$ cat config.mk
export PLATFORM = sky130hd
export DESIGN_NAME = bs8_arb
export DESIGN_NICKNAME = d
export VERILOG_FILES = /design/src/rtl/bs_pkg.sv /design/src/rtl/bs8.sv /design/src/rtl/bs8_arb.sv
export SDC_FILE = /design/constraint.sdc
export NUM_CORES = 1
export LEC_CHECK = 0
export BUFFER_PORTS_ARGS = -buffer_cell sky130_fd_sc_hd__buf_2
export CAP_MARGIN = 20
export CORE_MARGIN = 2
export CORE_UTILIZATION = 55
export CTS_BUF_LIST = sky130_fd_sc_hd__clkbuf_2 sky130_fd_sc_hd__clkbuf_4 sky130_fd_sc_hd__clkbuf_8
export DETAILED_ROUTE_END_ITERATION = 6
export GPL_TIMING_DRIVEN = 0
export PLACE_DENSITY = 0.9
export SLEW_MARGIN = 20
export SYNTH_ARGS = -nofsm -noshare
export SYNTH_HDL_FRONTEND = slang
export SYNTH_SLANG_ARGS = --single-unit
$ cat constraint.sdc
create_clock -name clk -period 4.36 [get_ports clk]
set_clock_uncertainty 0.2 [all_clocks]
set_input_delay 0.436 -clock clk [delete_from_list [all_inputs] [get_ports clk]]
set_output_delay 0.436 -clock clk [all_outputs]
set_load 0.005 [all_outputs]
$ cat src/rtl/bs_pkg.sv
// Shared types and constants for the bs8 shifter and its round-robin front end.
// Holds the FSM encoding, shift directions, datapath widths and the job bundle.
package bs_pkg;

    localparam int BS_W  = 8;
    localparam int AMT_W = 3;
    localparam int ID_W  = 2;

    localparam logic DIR_LEFT  = 1'b0;
    localparam logic DIR_RIGHT = 1'b1;

    typedef enum logic [1:0] {
        ST_IDLE = 2'd0,
        ST_EXEC = 2'd1,
        ST_RESP = 2'd2
    } state_e;

    typedef struct packed {
        logic [BS_W-1:0]  data;
        logic [AMT_W-1:0] amt;
        logic             dir;
        logic [ID_W-1:0]  id;
    } job_t;

endpackage

$ cat src/rtl/bs8.sv
// Combinational 8-bit barrel shifter, zero fill in both directions.
// Ports: din operand, sel shift amount, dir (0 left / 1 right), dout result.
module bs8
    import bs_pkg::*;
(
    input  logic [BS_W-1:0]  din,
    input  logic [AMT_W-1:0] sel,
    input  logic             dir,
    output logic [BS_W-1:0]  dout
);

    always_comb begin
        if (dir == DIR_RIGHT) begin
            dout = din >> sel;
        end else begin
            dout = din << sel;
        end
    end

endmodule

$ cat src/rtl/bs8_arb.sv
// Round-robin arbiter sharing one bs8 shifter among N_REQ requesters.
// Ports: per-requester valid/ready job channels (data/amt/dir), one valid/ready
// response channel (rsp_data, rsp_id) and busy (high when not idle).
module bs8_arb #(
    parameter int N_REQ = 4,
    parameter int ID_W  = 2
) (
    input  logic               clk,
    input  logic               rst_n,
    input  logic [N_REQ-1:0]   req_valid,
    output logic [N_REQ-1:0]   req_ready,
    input  logic [8*N_REQ-1:0] req_data,
    input  logic [3*N_REQ-1:0] req_amt,
    input  logic [N_REQ-1:0]   req_dir,
    output logic               rsp_valid,
    input  logic               rsp_ready,
    output logic [7:0]         rsp_data,
    output logic [ID_W-1:0]    rsp_id,
    output logic               busy
);

    import bs_pkg::*;

    state_e          state_q, state_d;
    logic [ID_W-1:0] ptr_q, ptr_d;
    job_t            op_q, op_d;
    logic [7:0]      rsp_data_q, rsp_data_d;
    logic [ID_W-1:0] rsp_id_q, rsp_id_d;

    logic            found;
    logic [ID_W-1:0] pick;
    logic            grant_en;
    logic            grant;
    logic [7:0]      bs_dout;

    // Search starts one past the last winner so the previous owner
    // goes to the back of the queue.
    always_comb begin
        int              idx;
        logic [ID_W-1:0] cand;
        found = 1'b0;
        pick  = ptr_q;
        for (int k = 1; k <= N_REQ; k++) begin
            idx  = (int'(ptr_q) + k) % N_REQ;
            cand = ID_W'(idx);
            if (!found && req_valid[cand]) begin
                found = 1'b1;
                pick  = cand;
            end
        end
    end

    // A grant is only possible from IDLE or while the current response is
    // being accepted; rst_n gating keeps req_ready low during reset.
    assign grant_en = rst_n &&
                      ((state_q == ST_IDLE) ||
                       ((state_q == ST_RESP) && rsp_ready));
    assign grant    = grant_en && found;

    always_ff @(posedge clk or negedge rst_n) begin
        if (!rst_n) begin
            state_q <= ST_IDLE;
        end else begin
            state_q <= state_d;
        end
    end

    always_comb begin
        state_d = state_q;
        unique case (state_q)
            ST_IDLE: if (grant) state_d = ST_EXEC;
            ST_EXEC: state_d = ST_RESP;
            ST_RESP: begin
                if (rsp_ready) begin
                    state_d = grant ? ST_EXEC : ST_IDLE;
                end
            end
            default: state_d = ST_IDLE;
        endcase
    end

    always_comb begin
        req_ready = '0;
        if (grant) begin
            req_ready = N_REQ'(1) << pick;
        end
        rsp_valid = (state_q == ST_RESP);
        busy      = (state_q != ST_IDLE);
        rsp_data  = rsp_data_q;
        rsp_id    = rsp_id_q;
    end

    always_comb begin
        ptr_d      = ptr_q;
        op_d       = op_q;
        rsp_data_d = rsp_data_q;
        rsp_id_d   = rsp_id_q;
        if (grant) begin
            ptr_d     = pick;
            op_d.data = req_data[8*int'(pick) +: 8];
            op_d.amt  = req_amt[3*int'(pick) +: 3];
            op_d.dir  = req_dir[pick];
            op_d.id   = 2'(pick);
        end
        if (state_q == ST_EXEC) begin
            rsp_data_d = bs_dout;
            rsp_id_d   = ID_W'(op_q.id);
        end
    end

    always_ff @(posedge clk or negedge rst_n) begin
        if (!rst_n) begin
            ptr_q      <= ID_W'(N_REQ - 1);
            op_q       <= '0;
            rsp_data_q <= 8'h00;
            rsp_id_q   <= '0;
        end else begin
            ptr_q      <= ptr_d;
            op_q       <= op_d;
            rsp_data_q <= rsp_data_d;
            rsp_id_q   <= rsp_id_d;
        end
    end

    bs8 u_bs8 (
        .din  (op_q.data),
        .sel  (op_q.amt),
        .dir  (op_q.dir),
        .dout (bs_dout)
    );

endmodule

=== Word-level counts from Yosys, hierarchy flattened ===
Cells that the tools add are included.

* Output and inout port bits: 16
* Logic and storage cells: 64
* Bits in registers: 28
* Input port bits: 55

* Eq/ne operators: 4
* Multiply operators: 1
* $add $sub $neg: 4
* Magnitude comparators: 5
* Reductions and logical operators: 13
* Shift operators: 5
* Multiplexer cells: 24

{| class="wikitable"
|+ Operator list
! operator !! number
|-
| 32-bit by 6-bit indexed part select with 8-bit output || 1
|-
| 2-bit by 3-bit < comparator with 1-bit output (second input constant) || 5
|-
| 2-bit 2-to-1 mux || 6
|-
| 12-bit by 5-bit indexed part select with 3-bit output || 1
|-
| 1-bit binary-select mux with 2-bit select || 5
|-
| 1-bit 2-to-1 mux || 10
|-
| 8-bit 2-to-1 mux || 1
|-
| 8-bit by 3-bit left shift with 8-bit output || 1
|-
| 8-bit by 3-bit right shift with 8-bit output || 1
|-
| 1-bit logical AND || 6
|-
| 2-bit one-hot mux with 3 select lines || 1
|-
| 2-bit by 1-bit adder with 2-bit output (second input constant) || 2
|-
| 2-bit adder (second input constant) || 2
|-
| 2-bit by 2-bit multiplier with 4-bit output (first input constant) || 1
|-
| 4-bit 2-to-1 mux || 1
|-
| 1-bit by 2-bit left shift with 4-bit output (first input constant) || 1
|-
| 1-bit zero test || 3
|-
| 2-bit by 1-bit equality test with 1-bit output (second input constant) || 1
|-
| 2-bit equality test (second input constant) || 1
|-
| 2-bit zero test || 1
|-
| 2-bit by 1-bit != test with 1-bit output (second input constant) || 1
|-
| 2-bit != test (second input constant) || 1
|-
| 2-bit AND reduction || 1
|-
| 2-bit nonzero test || 1
|-
| 1-bit logical OR || 1
|}

=== Depth between registers and ports, before layout ===
Gate-level depths: netlist (run 1).

* Depth in word-level cells: 17
* Depth in mapped cells: 7
* Depth with buffers taken out: 6

=== Modules after synthesis ===
Synthesis (run 1) repeated with hierarchy kept, for this count alone.

* Cells, all modules: 232
* Area, all modules: 2267.2 µm²

{| class="wikitable"
|+ Modules (own cells, without submodules)
! module !! times used !! area each (µm²) !! seq. area each (µm²) !! cells each
|-
| bs8_arb || 1 || 1706.6 || 703.2 || 159
|-
| bs8 || 1 || 560.5 || 0.0 || 73
|}

=== Worst setup path before layout (run 1) ===
Ideal clock, no wire load.

* Path kind: flip-flop to flip-flop
* Start: register ptr_q[1]
* End: register op_q[11] (netlist name)
* Data arrival time: 1.932 ns
* Slack: 2.102 ns
* Path buffers: 2
* Cell stages (with the launch flop): 8
* Period minus slack after synthesis: 2.258 ns
* Setup time: 0.126 ns
* Required time: 4.034 ns
* Cells stage by stage: dfstp_2 -> buf_6 -> nand2b_4 -> a21oi_4 -> nor3_4 -> buf_6 -> mux2_4 -> a221o_1

* Longest elaborated chain between the ends: 14
* Elaborated cells between the ends (all ways): 28
* Classes of those cells: add/sub: 4; shift: 1; mux: 16; reduce/logical: 7

{| class="wikitable"
|+ Ends and longest elaborated chain
! item !! line !! text
|-
| from (decl) || bs8_arb.sv:25 || <nowiki>logic [ID_W-1:0] ptr_q, ptr_d;</nowiki>
|-
| from (signal assigned) || bs8_arb.sv:113 || <nowiki>ptr_q <= ID_W'(N_REQ - 1);</nowiki>
|-
| from (signal assigned) || bs8_arb.sv:118 || <nowiki>ptr_q <= ptr_d;</nowiki>
|-
| 2-bit by 1-bit adder with 2-bit output || bs8_arb.sv:44 || <nowiki>idx = (int'(ptr_q) + k) % N_REQ;</nowiki>
|-
| 1-bit binary-select mux with 2-bit select || bs8_arb.sv:46 || <nowiki>if (!found && req_valid[cand]) begin</nowiki>
|-
| 1-bit 2-to-1 mux (implied by the code) || bs8_arb.sv:46 ||
|-
| 1-bit 2-to-1 mux || bs8_arb.sv:46 ||
|-
| 1-bit zero test || bs8_arb.sv:46 ||
|-
| 1-bit logical AND || bs8_arb.sv:46 ||
|-
| 1-bit 2-to-1 mux || bs8_arb.sv:46 ||
|-
| 1-bit zero test || bs8_arb.sv:46 ||
|-
| 1-bit logical AND || bs8_arb.sv:46 ||
|-
| 1-bit 2-to-1 mux || bs8_arb.sv:46 ||
|-
| 1-bit zero test || bs8_arb.sv:46 ||
|-
| 1-bit logical AND || bs8_arb.sv:46 ||
|-
| 2-bit 2-to-1 mux or 1-bit 2-to-1 mux (tied branches) || bs8_arb.sv:46 ||
|-
| 32-bit by 6-bit indexed part select with 8-bit output or 1-bit logical AND (tied branches) || bs8_arb.sv:100, bs8_arb.sv:58 ||
|-
| to (signal assigned) || bs8_arb.sv:119 || <nowiki>op_q <= op_d;</nowiki>
|-
| to (decl) || bs8_arb.sv:26 || <nowiki>job_t op_q, op_d;</nowiki>
|}

Several ways; a longest one is shown, not always the timed one. The select of a mux whose other input is x is not followed.
A chain may end at the register's enable or synchronous reset.

=== Worst setup path in the final report (run 1) ===
* Start: input port rst_n
* End: output port req_ready[1]

* Longest elaborated chain between the ends: 3

{| class="wikitable"
|+ Ends and longest elaborated chain
! item !! line !! text
|-
| from (decl) || bs8_arb.sv:9 || <nowiki>input logic rst_n,</nowiki>
|-
| 1-bit logical AND || bs8_arb.sv:55 || <nowiki>assign grant_en = rst_n &&</nowiki>
|-
| 1-bit logical AND || bs8_arb.sv:58 || <nowiki>assign grant = grant_en && found;</nowiki>
|-
| 4-bit 2-to-1 mux || bs8_arb.sv:84 || <nowiki>if (grant) begin</nowiki>
|-
| to (decl) || bs8_arb.sv:11 || <nowiki>output logic [N_REQ-1:0] req_ready,</nowiki>
|}

No other way between the ends.

==> qor.yml, run 1 <==
grt_pass1_wl_mm: 9.17
synth_nets: 278
r2r_cells: 7
crit_type: "in -> out"
regArea_um2: 703
post-dp-hpwl_mm: 4.15
num_rows: 22
drive_gt1_frac: 0.409
status: "finished clean"
worst_pin_slew_ns: 0.646
dieArea_mm2: 0.00449
routed-wl-met3_um: 291
critPathLaunchType: "input port"
rsz0062_at_grt: "false"
finalSetupViolations: 0
fin_cells: 346
end_kind: "output pin"
drt_iter0_drc: 108
clock_latency_ns: 0.28
cp_slowest_cell: "buf_2"
power.net_switching_mw: 0.706
grt_usage: 0.270
slew_headroom: 0.569
p_leak_nw: 1.23
internal-power_mw: 0.964
post_cts_buffers: 0
drv_cap: 0
tritoncts: "built"
overflow: 0
numCtsBuffers: 3
drt_wl_total_mm: 5.33
antenna_cells: 0
antenna_found_initial: 0
synth_top_cell_by_area: "dfrtp_1"
die_h_um: 67.0
viasPerCell: 5.96
postRouteAntennaNets: 0
cts_buffer_depth: 2
syn_area_per_cell_um2: 9.80
finalHoldWorstSlack_ns: 0.140
critPathBufInv: 4
detail_route.wl_per_cell_um: 15.4
dp.cells: 341
met2_length_mm: 2.62
ir_drop_uv: 347
crit_top_cell: "buf_2"
synthToLayoutAreaGrowth_pct: 21.8
worstHoldEndpoint: "state_q[1]$_DFFE_PN0P_"
holdCritStartpoint: "rsp_ready"
routed-via-count: 2063
p_clk_frac: 0.099
syn_inst: 223
core_mm2: 0.00374
dp_slack_ns: 1.81
root_buffer: "clkbuf_8"
netlist.area_leader.share: 0.298
start_util: 0.584
path_cells: "dlygate4sd3_1 > buf_2 > nand4b_4 > buf_2 > nor3_1 > buf_2"
placed_area_mm2: 0.00259
yosysWarningCount: 0
design_area_mm2: 0.00266
grt_pass1_vias: 1996
drt-pass1-iter-count: 4
synthFlopType: "dfrtp_1"
utilization: 0.711
cp_max_fo: 29
reg2reg_slack_ns: 1.90
clock_tree.htree_level_count: 1
top_layer_used: "met4"
finalSetupTns_ns: 0
clkTransAtPathRegs_ns: 0.09
portBuffers: 70
hold_viol: 0
yosys_register_bits: 28
pwr-share-seq: 0.300
syn_area_mm2: 0.00218
timing.rr.start: "ptr_q[1]$_DFFE_PN1P_"
ios: 71
synth_area_leaders: "dfrtp_1, mux2_2, mux4_2"
finalCritPeriodShare: 0.695
die_x_um: 67.0
n_fill_cell: 300
finalMaxSlewViolations: 0
power_mw: 1.67
synth_cell_types: 48
multi_input_area_mm2: 0.00135
required_ns: 3.72
grt_max_degree: 30
met1Wirelength_mm: 2.32
r2r-end: "op_q[5]$_DFFE_PN0P_"
hold_path_class: "in -> reg"
drc: 0
postSynth.asyncResetShare: 1.00
finalCriticalPeriod_ns: 3.03
pwr-share-comb: 0.601
nets: 354
switching_share: 0.423
cts_sinks: 28
yosysSeqAreaShare: 0.322
synth_edf_count: 0
max_freq_mhz: 330
finalWorstSetupSlack_ns: 1.33
slowest_delay_ns: 0.53
power.density_mw_per_mm2: 628
whs_path_depth: 2
cp.arrival_ns: 2.40
gp_congestion: 0.928
crit_family: "buffers and inverters"
synthesized netlist by cell type, types with 2 or more instances:
library cell / n
nand2b_1: 7
a21o_1: 3
mux2_2: 12
nand3_1: 2
mux4_2: 6
a221o_1: 12
dfstp_2: 2
nor3_1: 5
a21oi_4: 2
mux2_4: 5
nor2_1: 8
a21oi_1: 18
clkbuf_1: 12
a21boi_0: 5
o31ai_1: 13
a41oi_1: 2
buf_6: 4
o21ai_0: 9
o2111ai_1: 2
inv_1: 4
buf_2: 4
nand2_1: 20
mux2i_1: 5
nand4_1: 12
dfrtp_1: 26
worst max path at each step:
stage,startpoint,end,depth (start not counted)
CTS,rst_n,req_ready[1],6
detailed placement,rst_n,req_ready[1],5
global placement,rst_n,req_ready[3],7
finish,rst_n,req_ready[1],6
global route,rst_n,req_ready[1],6
floorplan,ptr_q[1]$_DFFE_PN1P_,op_q[11]$_DFFE_PN0P_,7
power groups by stage:
stage               clock network, mW  registers, mW  logic [mW]
floorplan                           0          0.474       0.774
global placement                    0          0.491       0.973
detailed placement                  0          0.503       0.999
CTS                             0.164          0.498        1.00
global route                    0.180          0.520        1.12
finish                          0.165          0.501        1.00
repair_timing:
item,4_1_cts,5_1_grt
hold buffers,1,0
resized for setup,0,0
setup endpoints to repair,0,0
endpoints found under the hold margin,26,0
registers in the layout, summed over array words and instances (netlist names):
signal    cells
ptr_q         2
op_q         14
state_q       2
rsp_data      8
rsp_id        2
cell type report:
cell class                      count  share of cell area
Inverter                            5             0.00800
Timing Repair Buffer               71               0.135
Buffer                             21              0.0428
Tap cell                           48              0.0226
Multi-Input combinational cell    169               0.506
Sequential cell                    28               0.264
Clock buffer                        4              0.0207
cell usage in the layout, fill, tap and decap left out, types with 5 or more instances in the layout:
cell type   n
a21boi_0    5
a21oi_1    18
a221o_1    12
buf_2      74
clkbuf_1   12
dfrtp_1    26
mux2_2     12
mux2_4      5
mux2i_1     5
mux4_2      6
nand2_1    20
nand2b_1    7
nand4_1    12
nor2_1      8
nor3_1      5
o21ai_0     9
o31ai_1    13
cell families after synthesis:
family          Yosys count  synth area share
compound gates           72             0.248
buf+inv                  26            0.0619
flops                    28             0.322
mux                      28             0.181
simple gates             69             0.187
layer usage:
| metal | vias to the layer above | GRT usage |
|---|---|---|
| met5 | - | 0 |
| met4 | 0 | 0.110 |
| met3 | 7 | 0.0355 |
| met2 | 84 | 0.465 |
| met1 | 959 | 0.339 |
| li1 | 1013 | - |
No activity file was read; power rests on OpenSTA's default activity.
==> run 2: changes to the inputs <==
--- a/config.mk
+++ b/config.mk
@@ -8,11 +8,11 @@
 export BUFFER_PORTS_ARGS = -buffer_cell sky130_fd_sc_hd__buf_2
 export CAP_MARGIN = 20
 export CORE_MARGIN = 2
-export CORE_UTILIZATION = 55
+export CORE_UTILIZATION = 53
 export CTS_BUF_LIST = sky130_fd_sc_hd__clkbuf_2 sky130_fd_sc_hd__clkbuf_4 sky130_fd_sc_hd__clkbuf_8
 export DETAILED_ROUTE_END_ITERATION = 6
 export GPL_TIMING_DRIVEN = 0
-export PLACE_DENSITY = 0.9
+export PLACE_DENSITY = 0.87
 export SLEW_MARGIN = 20
 export SYNTH_ARGS = -nofsm -noshare
 export SYNTH_HDL_FRONTEND = slang
==> constraint.sdc (replaced) <==
create_clock -name clk -period 2.8 [get_ports clk]
set_clock_uncertainty 0.2 [all_clocks]
set_input_delay 0.28 -clock clk [delete_from_list [all_inputs] [get_ports clk]]
set_output_delay 0.28 -clock clk [all_outputs]
set_load 0.005 [all_outputs]
==> qor.yml, run 2 (synthesized netlist as in run 1, its figures left out) <==
status: "finished clean"
worstSetupEndpoint: "req_ready[0]"
power_mw: 2.62  # +57%
start_util: 0.550  # -0.0335
viasPerCell: 6.09  # +2.1%
grt_max_degree: 30  # unchanged
cts_sinks: 28  # unchanged
finalWorstSetupSlack_ns: 0.168  # -1.16 ns
finalCriticalPeriod_ns: 2.63
dieArea_mm2: 0.00465  # +3.5%
n_fill_cell: 334  # +11%
clock_tree.htree_level_count: 1  # unchanged
crit_type: "reg -> out"
root_buffer: "clkbuf_8"
drive_gt1_frac: 0.408  # -0.00137
drc: 0  # unchanged
timing.rr.start: "ptr_q[1]$_DFFE_PN1P_"
nets: 355  # +0.28%
antenna_found_initial: 0  # unchanged
post_cts_buffers: 0  # unchanged
r2r_cells: 7  # unchanged
tritoncts: "built"
cp_slowest_cell: "dfstp_2"
finalSetupTns_ns: 0  # unchanged
clkTransAtPathRegs_ns: 0.09  # about the same
finalCritPeriodShare: 0.940
r2r-end: "op_q[13]$_DFFE_PN0P_"
ir_drop_uv: 438  # +26%
cp.depth: 8  # +2
critPathLaunch: "ptr_q[1]$_DFFE_PN1P_"
overflow: 0  # unchanged
detail_route.wl_per_cell_um: 15.7  # +1.9%
drt_iter0_drc: 130  # +20%
dp.cells: 343  # +0.59%
critPathBufInv: 4  # unchanged
finalMaxSlewViolations: 0  # unchanged
end_kind: "output pin"
utilization: 0.674  # -0.0370
hold_path_class: "in -> reg"
max_freq_mhz: 380
crit_top_cell: "buf_6"
finalSetupViolations: 0  # unchanged
drt_wl_total_mm: 5.48  # +2.7%
drt-pass1-iter-count: 4  # unchanged
critPathLaunchType: "flip-flop"
grt_pass1_vias: 1962  # -1.7%
crit_family: "simple AND/OR/NAND/NOR gates"
path_cells: "buf_6 > nand2b_4 > a21oi_4 > nor3_4 > buf_6 > inv_1 > nor3_1 > buf_2"
postRouteAntennaNets: 0  # unchanged
slowest_delay_ns: 0.54  # about the same
core_mm2: 0.00397  # +6.1%
dp_slack_ns: 0.304  # -1.51 ns
die_h_um: 68.2  # +1.8%
grt_pass1_wl_mm: 9.05  # -1.4%
required_ns: 2.32  # -1.40 ns
post-dp-hpwl_mm: 4.17  # +0.41%
cts_buffer_depth: 2  # unchanged
gp_congestion: 0.887  # -4.4%
clock_latency_ns: 0.28  # about the same
cp.arrival_ns: 2.15  # -0.25 ns
antenna_cells: 0  # unchanged
rsz0062_at_grt: "false"
layout_commonest_cell: "buf_2"
die_x_um: 68.2  # +1.8%
reg2reg_slack_ns: 0.35  # -1.55 ns
cp_max_fo: 10  # -66%
largest_reg_flops: 14  # unchanged
num_rows: 23  # +4.5%
routed-via-count: 2124  # +3.0%
portBuffers: 70  # unchanged
grt_usage: 0.260  # -0.0107
p_leak_nw: 1.23  # +0.40%
hold_viol: 0  # unchanged
fin_cells: 349  # +0.87%
ios: 71  # unchanged
synthToLayoutAreaGrowth_pct: 22.5
numCtsBuffers: 3  # unchanged
power.density_mw_per_mm2: 978  # +56%
layout_common_cells: "buf_2, dfrtp_1, nand2_1"
largest_register: "op_q"
worst_pin_slew_ns: 0.476  # -0.170 ns
slew_headroom: 0.682  # +0.112
drv_cap: 0  # unchanged
[run 2: cell count changes in the layout (fill, tap and decap cells not counted)]
cell	before	now
buf_2	74	73
dlygate4sd3_1	1	2
clkbuf_4	0	1
[run 2: how the worst min path moves through the flow]
stage	depth (start not counted)	startpoint	endpoint
floorplan	0	rst_n	op_q[0]$_DFFE_PN0P_
global placement	1	rst_n	state_q[1]$_DFFE_PN0P_
detailed placement	1	rst_n	rsp_data[4]$_DFFE_PN0N_
CTS	3	req_data[6]	op_q[12]$_DFFE_PN0P_
global route	3	req_data[18]	op_q[8]$_DFFE_PN0P_
finish	3	req_dir[0]	op_q[2]$_DFFE_PN0P_
[run 2: worst min-delay path, cell delays in order]
cell,delay (ns)
buf_2,0.08
mux2_4,0.13
a221o_1,0.12
[run 2: power by group]
part	total [mW]	internal [mW]	leakage (nW)	switching, mW
registers	0.783	0.594	0.346	0.189
logic	1.59	0.782	0.858	0.804
clock network	0.248	0.126	0.0288	0.122
total	2.62	1.50	1.23	1.11
[run 2: cell type report]
type,count,area (µm²),area share
Buffer,21,114,0.0426
Timing Repair Buffer,72,373,0.139
Multi-Input combinational cell,169,1350,0.503
Sequential cell,28,703,0.263
Clock buffer,4,55.1,0.0206
Tap cell,50,62.6,0.0234
Inverter,5,21.3,0.00795
[run 2: repair_timing]
action                                 in CTS  in global routing
setup endpoints to repair                   0                  4
endpoints found under the hold margin      27                  0
gates resized for setup                     0                  1
hold buffers                                2                  0
[run 2: per-stage QoR]
step	hold slack, ns	area [µm²]
finish	0.159	2680
CTS	0.154	2670
detailed placement	0.140	2600
global route	0.171	2680
global placement	0.133	2600
floorplan	-0.216	2180
[run 2: per-layer routing]
metal / routed length [µm] / track usage / vias up
li1: - / - / 1012
met1: 2270 / 0.327 / 997
met5: 0 / 0 / -
met4: 146 / 0.135 / 0
met3: 351 / 0.0296 / 14
met2: 2710 / 0.438 / 101
==> run 3: changes to the inputs <==
--- a/config.mk
+++ b/config.mk
@@ -7,6 +7,7 @@
 export LEC_CHECK = 0
 export BUFFER_PORTS_ARGS = -buffer_cell sky130_fd_sc_hd__buf_2
 export CAP_MARGIN = 20
+export CORE_ASPECT_RATIO = 1.4
 export CORE_MARGIN = 2
 export CORE_UTILIZATION = 53
 export CTS_BUF_LIST = sky130_fd_sc_hd__clkbuf_2 sky130_fd_sc_hd__clkbuf_4 sky130_fd_sc_hd__clkbuf_8
==> qor.yml, run 3 (synthesized netlist as in run 1, its figures left out) <==
die_x_um: 58.3  # -15%
drc: 0  # unchanged
postRouteAntennaNets: 0  # unchanged
largest_register: "op_q"
overflow: 0  # unchanged
core_mm2: 0.00395  # -0.47%
power.net_switching_mw: 1.08  # -2.7%
clkTransAtPathRegs_ns: 0.09  # about the same
holdCritStartpoint: "rsp_ready"
root_buffer: "clkbuf_8"
critPathLaunch: "ptr_q[1]$_DFFE_PN1P_"
cp_max_fo: 10  # unchanged
critPathLaunchType: "flip-flop"
largest_reg_flops: 14  # unchanged
post_cts_buffers: 0  # unchanged
drive_gt1_frac: 0.409  # +0.00137
drt-pass1-iter-count: 4  # unchanged
switching_share: 0.422  # -0.00423
hold_path_class: "in -> reg"
gp_congestion: 0.860  # -3.0%
finalSetupViolations: 0  # unchanged
power.density_mw_per_mm2: 970  # -0.82%
crit_top_cell: "buf_6"
antenna_cells: 0  # unchanged
drt_iter0_drc: 79  # -39%
finalCriticalPeriod_ns: 2.62  # -0.00894 ns
p_clk_frac: 0.091  # -0.004
viasPerCell: 6.09  # about the same
finalMaxSlewViolations: 0  # unchanged
end_kind: "output pin"
critPathBufInv: 4  # unchanged
cp.arrival_ns: 2.14  # about the same
max_freq_mhz: 381  # +0.34%
dieArea_mm2: 0.00466  # +0.16%
grt_pass1_vias: 1937  # -1.3%
p_leak_nw: 1.23  # -0.55%
hold_viol: 0  # unchanged
status: "finished clean"
grt_usage: 0.228  # -0.0314
drv_cap: 0  # unchanged
num_rows: 27  # +17%
die_h_um: 80.0  # +17%
pwr-share-comb: 0.605  # about the same
grt_max_degree: 30  # unchanged
antenna_found_initial: 0  # unchanged
cp_slowest_cell: "dfstp_2"
tritoncts: "built"
routed-via-count: 2077  # -2.2%
slowest_delay_ns: 0.54  # about the same
rsz0062_at_grt: "false"
finalCritPeriodShare: 0.937  # -0.00319
ir_drop_uv: 566  # +29%
detail_route.wl_per_cell_um: 15.4  # -1.7%
crit_type: "reg -> out"
synthToLayoutAreaGrowth_pct: 21.3
required_ns: 2.32  # about the same
grt_pass1_wl_mm: 8.47  # -6.3%
placed_area_mm2: 0.00259  # -0.34%
internal-power_mw: 1.49  # -1.0%
worst_pin_slew_ns: 0.444  # -0.0316 ns
layout_common_cells: "buf_2, dfrtp_1, nand2_1"
clock_latency_ns: 0.27  # about the same
start_util: 0.553  # +0.00261
design_area_mm2: 0.00265  # -0.94%
crit_family: "simple AND/OR/NAND/NOR gates"
ios: 71  # unchanged
numCtsBuffers: 3  # unchanged
timing.rr.start: "ptr_q[1]$_DFFE_PN1P_"
portBuffers: 70  # unchanged
slew_headroom: 0.703  # +0.0211
cts_buffer_depth: 2  # unchanged
finalSetupTns_ns: 0  # unchanged
clock_tree.htree_level_count: 1  # unchanged
nets: 354  # -0.28%
drt_wl_total_mm: 5.26  # -3.9%
post-dp-hpwl_mm: 4.13  # -1.1%
pwr-share-seq: 0.304  # +0.005
cts_sinks: 28  # unchanged
path_cells: "buf_6 > nand2b_4 > a21oi_4 > nor3_4 > buf_6 > inv_1 > nor3_1 > buf_2"
layout_commonest_cell: "buf_2"
run 3: cell count changes in the layout (fill, tap and decap cells not counted):
cell / change
clkbuf_4: +1
dlygate4sd3_1: -1
clkbuf_8: -1
run 3: worst paths after layout:
path	cells after the start	endpoint	slack (ns)
min in group asynchronous	2	op_q[1]$_DFFE_PN0P_	0.30
max in group asynchronous	2	ptr_q[1]$_DFFE_PN1P_	1.78
hold reg to reg	2	rsp_data[5]$_DFFE_PN0N_	0.27
setup reg to reg	7	op_q[5]$_DFFE_PN0P_	0.34
setup / recovery	8	req_ready[0]	0.18
hold / removal	2	state_q[1]$_DFFE_PN0P_	0.002
run 3: final cells by class:
class / count / area, µm²
flip-flops and latches: 28 / 703
fillers: 323 / 1300
inverters: 5 / 21.3
plain buffers: 21 / 114
clock buffers: 4 / 48.8
repair buffers: 71 / 363
well taps: 43 / 53.8
multi-input cells: 169 / 1350
run 3: power groups by stage:
stage | registers [mW] | logic (mW) | clock network, mW
2_1_floorplan | 0.738 | 1.21 | 0
3_3_place_gp | 0.770 | 1.50 | 0
3_5_place_dp | 0.782 | 1.54 | 0
4_1_cts | 0.777 | 1.55 | 0.236
5_1_grt | 0.804 | 1.70 | 0.248
6_report | 0.781 | 1.56 | 0.234
run 3: what timing repair did:
item	4_1_cts	5_1_grt
endpoints found under the hold margin	26	0
hold buffers	1	0
endpoints found under the setup margin	0	4
resized for setup	0	1
run 3: stage by stage:
step / power (mW) / worst slack [ns] / util / hold WS, ns / instances
after floorplan: 1.94 / 0.542 / - / -0.216 / 223
after global placement: 2.27 / 0.381 / 0.655 / 0.133 / 336
after detailed placement: 2.32 / 0.354 / 0.655 / 0.140 / 336
after CTS: 2.56 / 0.0449 / 0.670 / 0.00312 / 341
after global routing: 2.75 / 0.0335 / 0.670 / 0.0129 / 341
final: 2.57 / 0.177 / 0.670 / 0.00250 / 341
run 3: metal layers:
layer	share of wire	GRT usage
met1	0.39	0.261
met2	0.54	0.427
met3	0.040	0.0130
met4	0.027	0.0930
met5	0	0
